`src/rtl/fx_arb_if.sv`:
```
// fx_arb_if: two request/ack master ports plus the shared fx register bus.
interface fx_arb_if;
    logic        m0_req;
    logic        m0_we;
    logic [21:0] m0_addr;
    logic [7:0]  m0_wdata;
    logic        m0_ack;
    logic [7:0]  m0_rdata;
    logic        m1_req;
    logic        m1_we;
    logic [21:0] m1_addr;
    logic [7:0]  m1_wdata;
    logic        m1_ack;
    logic [7:0]  m1_rdata;
    logic        fx_wr;
    logic [21:0] fx_waddr;
    logic [7:0]  fx_data;
    logic        fx_rd;
    logic [21:0] fx_raddr;
    logic [7:0]  fx_q;
    logic        arb_busy;
    logic        arb_gnt;

    modport master (
        output m0_req, m0_we, m0_addr, m0_wdata, m1_req, m1_we, m1_addr, m1_wdata, fx_q,
        input  m0_ack, m0_rdata, m1_ack, m1_rdata, fx_wr, fx_waddr, fx_data, fx_rd, fx_raddr,
               arb_busy, arb_gnt
    );

    modport slave (
        input  m0_req, m0_we, m0_addr, m0_wdata, m1_req, m1_we, m1_addr, m1_wdata, fx_q,
        output m0_ack, m0_rdata, m1_ack, m1_rdata, fx_wr, fx_waddr, fx_data, fx_rd, fx_raddr,
               arb_busy, arb_gnt
    );
endinterface

```
`src/rtl/fx_arb.sv`:
```
// fx_arb: two-master arbiter/sequencer for the fx register bus.
// FX_ARB_M0_PRI_EN selects fixed m0 priority; undefined gives round-robin.
module fx_arb #(
    parameter int unsigned RD_LAT = 1
) (
    input logic     clk_sys,
    input logic     rst_n,
    fx_arb_if.slave bus
);
    typedef enum logic [2:0] {IDLE, WR, RD, RWAIT, RDONE} state_t;

    state_t      state, state_n;
    logic        last, pick, grant, sel_we, gnt_n, ack_n, cap;
    logic [21:0] sel_addr;
    logic [7:0]  sel_wdata;
    logic [2:0]  cnt;

    // pick the winner and decode the next state
    always_comb begin
`ifdef FX_ARB_M0_PRI_EN
        pick = !bus.m0_req;
`else
        pick = bus.m0_req && bus.m1_req ? !last : bus.m1_req;
`endif
        grant = state == IDLE && (bus.m0_req || bus.m1_req);
        sel_we = pick ? bus.m1_we : bus.m0_we;
        sel_addr = pick ? bus.m1_addr : bus.m0_addr;
        sel_wdata = pick ? bus.m1_wdata : bus.m0_wdata;
        gnt_n = grant ? pick : bus.arb_gnt;
        cap = state == RWAIT && cnt == 3'd0;
        state_n = IDLE;
        case (state)
            IDLE:    state_n = grant ? (sel_we ? WR : RD) : IDLE;
            RD:      state_n = RWAIT;
            RWAIT:   state_n = cap ? RDONE : RWAIT;
            default: state_n = IDLE;
        endcase
        ack_n = state_n == WR || state_n == RDONE;
    end

    // state, read-latency counter and round-robin pointer
    always_ff @(posedge clk_sys) begin
        if (!rst_n) begin
            state <= IDLE;
            cnt <= 3'd0;
            last <= 1'b1;
        end else begin
            state <= state_n;
            cnt <= state == RD ? 3'(RD_LAT - 1) : (state == RWAIT && !cap) ? cnt - 3'd1 : cnt;
            last <= grant ? pick : last;
        end
    end

    // registered bus strobes, held addresses/data, acks and read data
    always_ff @(posedge clk_sys) begin
        if (!rst_n) begin
            bus.fx_wr <= 1'b0;
            bus.fx_rd <= 1'b0;
            bus.fx_waddr <= 22'd0;
            bus.fx_data <= 8'd0;
            bus.fx_raddr <= 22'd0;
            bus.m0_ack <= 1'b0;
            bus.m1_ack <= 1'b0;
            bus.m0_rdata <= 8'd0;
            bus.m1_rdata <= 8'd0;
            bus.arb_busy <= 1'b0;
            bus.arb_gnt <= 1'b0;
        end else begin
            bus.fx_wr <= state_n == WR;
            bus.fx_rd <= state_n == RD;
            bus.fx_waddr <= grant && sel_we ? sel_addr : bus.fx_waddr;
            bus.fx_data <= grant && sel_we ? sel_wdata : bus.fx_data;
            bus.fx_raddr <= grant && !sel_we ? sel_addr : bus.fx_raddr;
            bus.m0_ack <= ack_n && !gnt_n;
            bus.m1_ack <= ack_n && gnt_n;
            bus.m0_rdata <= cap && !bus.arb_gnt ? bus.fx_q : bus.m0_rdata;
            bus.m1_rdata <= cap && bus.arb_gnt ? bus.fx_q : bus.m1_rdata;
            bus.arb_busy <= state_n != IDLE;
            bus.arb_gnt <= gnt_n;
        end
    end
endmodule

```
`src/flat_wrapper.sv`:
```
// flat-port wrapper written by rule: the top's interface ports become plain ports
module fx_arb_flat 
#(
    parameter int unsigned RD_LAT = 1
)
  (clk_sys, rst_n, bus_m0_req, bus_m0_we, bus_m0_addr, bus_m0_wdata, bus_m1_req, bus_m1_we, bus_m1_addr, bus_m1_wdata, bus_fx_q, bus_m0_ack, bus_m0_rdata, bus_m1_ack, bus_m1_rdata, bus_fx_wr, bus_fx_waddr, bus_fx_data, bus_fx_rd, bus_fx_raddr, bus_arb_busy, bus_arb_gnt);
  fx_arb_if bus_i ();
  input logic clk_sys;
  input logic rst_n;
  input wire logic [$bits(bus_i.m0_req)-1:0] bus_m0_req;
  input wire logic [$bits(bus_i.m0_we)-1:0] bus_m0_we;
  input wire logic [$bits(bus_i.m0_addr)-1:0] bus_m0_addr;
  input wire logic [$bits(bus_i.m0_wdata)-1:0] bus_m0_wdata;
  input wire logic [$bits(bus_i.m1_req)-1:0] bus_m1_req;
  input wire logic [$bits(bus_i.m1_we)-1:0] bus_m1_we;
  input wire logic [$bits(bus_i.m1_addr)-1:0] bus_m1_addr;
  input wire logic [$bits(bus_i.m1_wdata)-1:0] bus_m1_wdata;
  input wire logic [$bits(bus_i.fx_q)-1:0] bus_fx_q;
  output wire logic [$bits(bus_i.m0_ack)-1:0] bus_m0_ack;
  output wire logic [$bits(bus_i.m0_rdata)-1:0] bus_m0_rdata;
  output wire logic [$bits(bus_i.m1_ack)-1:0] bus_m1_ack;
  output wire logic [$bits(bus_i.m1_rdata)-1:0] bus_m1_rdata;
  output wire logic [$bits(bus_i.fx_wr)-1:0] bus_fx_wr;
  output wire logic [$bits(bus_i.fx_waddr)-1:0] bus_fx_waddr;
  output wire logic [$bits(bus_i.fx_data)-1:0] bus_fx_data;
  output wire logic [$bits(bus_i.fx_rd)-1:0] bus_fx_rd;
  output wire logic [$bits(bus_i.fx_raddr)-1:0] bus_fx_raddr;
  output wire logic [$bits(bus_i.arb_busy)-1:0] bus_arb_busy;
  output wire logic [$bits(bus_i.arb_gnt)-1:0] bus_arb_gnt;
  assign bus_i.m0_req = bus_m0_req;
  assign bus_i.m0_we = bus_m0_we;
  assign bus_i.m0_addr = bus_m0_addr;
  assign bus_i.m0_wdata = bus_m0_wdata;
  assign bus_i.m1_req = bus_m1_req;
  assign bus_i.m1_we = bus_m1_we;
  assign bus_i.m1_addr = bus_m1_addr;
  assign bus_i.m1_wdata = bus_m1_wdata;
  assign bus_i.fx_q = bus_fx_q;
  assign bus_m0_ack = bus_i.m0_ack;
  assign bus_m0_rdata = bus_i.m0_rdata;
  assign bus_m1_ack = bus_i.m1_ack;
  assign bus_m1_rdata = bus_i.m1_rdata;
  assign bus_fx_wr = bus_i.fx_wr;
  assign bus_fx_waddr = bus_i.fx_waddr;
  assign bus_fx_data = bus_i.fx_data;
  assign bus_fx_rd = bus_i.fx_rd;
  assign bus_fx_raddr = bus_i.fx_raddr;
  assign bus_arb_busy = bus_i.arb_busy;
  assign bus_arb_gnt = bus_i.arb_gnt;
  fx_arb #(.RD_LAT(RD_LAT)) u_core (.clk_sys(clk_sys), .rst_n(rst_n), .bus(bus_i));
endmodule
```
`config.mk`:
```
export PLATFORM = sky130hd
export DESIGN_NAME = fx_arb_flat
export DESIGN_NICKNAME = d
export VERILOG_FILES = /design/src/rtl/fx_arb_if.sv /design/src/rtl/fx_arb.sv /design/src/flat_wrapper.sv
export SDC_FILE = /design/constraint.sdc
export NUM_CORES = 1
export LEC_CHECK = 0
export ABC_AREA = 1
export ABC_CLOCK_PERIOD_IN_PS = 2400
export BUFFER_PORTS_ARGS = -buffer_cell sky130_fd_sc_hd__buf_2
export CAP_MARGIN = 20
export CORE_AREA = 2 2 72 143
export DETAILED_ROUTE_END_ITERATION = 8
export DIE_AREA = 0 0 74 145
export PLACE_DENSITY_LB_ADDON = 0.12
export SYNTH_ARGS = -nofsm -noshare
export SYNTH_HDL_FRONTEND = slang
export SYNTH_SLANG_ARGS = --single-unit
```
`constraint.sdc`:
```
create_clock -name clk_sys -period 2.4 [get_ports clk_sys]
set_input_delay 0.12 -clock clk_sys [delete_from_list [all_inputs] [get_ports clk_sys]]
set_output_delay 0.12 -clock clk_sys [all_outputs]
set_load 0.01 [all_outputs]
```
==> impl_results.md <==
- 1st-pass router iterations: 4
- # IOs: 148
- Psw: 1.17 mW
- Tightest Pin Transition: 648 ps
- DR iter-0 viols: 132
- Clock root cell: clkbuf_16
- RSZ-0062 raised after global routing: false
- Share of cells above drive strength 1: 27.5%
- Die Y: 145 µm
- Seq pwr share: 40.3%
- Minimum clock period: 1860 ps
- Hold Crit Class: in2reg
- Hold Vio Cnt, Final: 0
- CP max FO: 11
- Placement-stage worst setup slack: 511 ps
- Status: complete, no violations
- #FFs+latches synth: 81
- Syn_nets: 640
- Core area: 9640 µm²
- Critical path arrival: 2050 ps
- Seq/Total Area, Yosys: 43.1%
- Area delta synth->final: 29.7%
- Vias in the first global route: 3748
- Crit Path Category: reg2reg
- Hpwl dp: 7960 µm
- Setup tns final: 0 ps
- Htree depth: 3
- Ant. Diodes: 0
- CP endpoint kind: flip-flop
- Synth top area cells: dfxtp_1 (43%), nand2_1 (15%), nor2_1 (11%), nand3_1 (9.7%), nand3b_1 (4.6%)
- Period Utilization, post-route: 77.6%
- Global-route wire length before repair: 17200 µm
- Synth Instances: 564
- EDFF count, synth: 0
- Gate power share: 22.8%
- Max cap viols: 0
- PnR worst setup slack: 539 ps
- Antenna Nets Post-Route: 0
- Max clock buf depth: 2
- Int Pwr: 2.73 mW
- Fill count: 1029
- Drt wl/cell: 12.8 µm
- Final Max Tran Viols: 0
- Top cell type's share of synthesized area: 43.1%
- Initial antenna violation count: 0
- DRC: 0
- Vias per cell: 4.76
- Top FF cell, synth: dfxtp_1
- WP data required: 2590 ps
- Post-CTS Setup Inserts: 0
- Port bufs: 147
- Row cnt: 51
- Kind of start point of the critical path: flip-flop
- Worst skew pair latency: 330 ps
- Most common cell in the netlist: nand2_1
- Post-Layout Cell Count: 834
- Ys Warns: 0
- Worst relative slew slack: 56.6%
- Clock Pin Slew Worst Setup and Hold Paths: 60 ps
- Hold bufs inserted after CTS: 0
- Pwr dens: 798 nW/µm²
- Clock skew: 5.66 ps
- Largest net degree at the start of global routing: 45
- Setup Viol. Count Final: 0
- PostCTS Resize Cnt: 0
- CTS buffer count: 9
- P_leak: 2.62 nW
- Synth cell count leaders: nand2_1 (155), nor2_1 (108), dfxtp_1 (81)
- Cell variety after synth: 23
- CTS tree: built
- Vias: 3967
- Final wirelength: 10700 µm
- Placed Instances: 818
- Die X-Extent: 74 µm
- Die area: 10700 µm²
- Syn_area_per_cell: 6.68 µm²
- Synth area leader: dfxtp_1
- Mapped cell area: 3760 µm²
- Hold slack: 68.0 ps
- GR Util All Layers: 20.4%
- Global route overflow: 0
- Starting density of the core: 39.1%
- Nets: 773
- Switching share of power: 30.0%
- Fmax: 537 MHz
- Final Wtd Congestion: 0.822
- Clock power share: 36.9%
- Sink Count: 81
- Ys async rst share: 0%
- VDD IR-drop max: 0.503 mV
area by class of cell:
class	instances	area, µm²	share of cell area, %
clock buffers	10	229	4.69
clock inverters	6	82.6	1.69
inverters	46	178	3.64
multi-input cells	400	1780	36.5
flip-flops and latches	81	1620	33.2
well taps	132	165	3.38
repair buffers	159	826	16.9
worst max-delay path: stages, from the launching register on:
cell and delay (ps):
dfxtp_1 300, inv_1 90, ha_1 150, nand2_1 80, nor2_1 520, nand2_1 350
nand2_1 150, a21oi_1 70
routing by layer:
metal  vias to the layer above  wire [µm]  global-route usage [%]
met3                        22        628                    3.54
li1                       2016          -                       -
met4                         0        300                    9.55
met5                         -          0                       0
met1                      1776       4030                    21.3
met2                       153       5710                    37.4
stage by stage:
step / power (mW) / util, % / area (µm²)
after floorplan: 2.18 / - / 3760
after global placement: 2.48 / 47.4 / 4570
after global routing: 4.13 / 50.7 / 4880
after detailed placement: 2.50 / 47.4 / 4570
after CTS: 3.94 / 50.7 / 4880
final: 3.90 / 50.7 / 4880
worst paths after layout:
| kind | slack, ps | depth (start not counted) | end | start |
|---|---|---|---|---|
| setup reg to reg | 540 | 7 | u_core.bus.m0_rdata[6]$_SDFFE_PN0P_ | u_core.cnt[0]$_SDFFE_PP0P_ |
| hold reg to reg | 460 | 2 | u_core.bus.m1_rdata[2]$_SDFFE_PN0P_ | u_core.bus.m1_rdata[2]$_SDFFE_PN0P_ |
| setup / recovery | 540 | 7 | u_core.bus.m0_rdata[6]$_SDFFE_PN0P_ | u_core.cnt[0]$_SDFFE_PP0P_ |
| hold / removal | 70 | 3 | u_core.bus.m0_rdata[1]$_SDFFE_PN0P_ | bus_fx_q[1] |
power by group through the flow:
stage               sequential [mW]  clock (mW)  combinational [mW]
global route                   1.58        1.53                1.01
floorplan                      1.65           0               0.528
detailed placement             1.60           0               0.898
CTS                            1.57        1.47               0.901
global placement               1.59           0               0.888
finish                         1.57        1.44               0.889
cells by family (layout without fill, tap and decap cells):
group | after synthesis | in the layout | share of synthesized area [%]
buffers and inverters | 83 | 221 | 9.74
xor gates and xnor gates | 1 | 1 | 0.233
and+or+nand+nor | 375 | 375 | 43.3
DFF | 81 | 81 | 43.1
AOI/OAI and AO/OA | 22 | 22 | 2.99
adders and majority gates | 2 | 2 | 0.665
state kept, by name, summed over array words and instances (netlist names):
register,flops
u_core.bus.arb_busy,1
u_core.state,3
u_core.last,1
u_core.bus.fx_wr,1
u_core.cnt,3
u_core.bus.fx_waddr,22
u_core.bus.m0_ack,1
u_core.bus.arb_gnt,1
u_core.bus.fx_raddr,22
u_core.bus.m1_rdata,8
u_core.bus.fx_data,8
u_core.bus.fx_rd,1
u_core.bus.m0_rdata,8
u_core.bus.m1_ack,1
cells in the final DEF (no fill, tap or decap), types with 9 or more instances in the layout:
cell	Yosys	layout
buf_2	13	147
nand2_1	155	155
inv_1	41	41
clkbuf_16	0	9
dfxtp_1	81	81
nor2_2	11	10
a21oi_1	19	19
nand3b_1	23	23
buf_4	1	12
nand3_1	73	73
nor2_1	108	108
No activity file was read; power rests on OpenSTA's default activity.
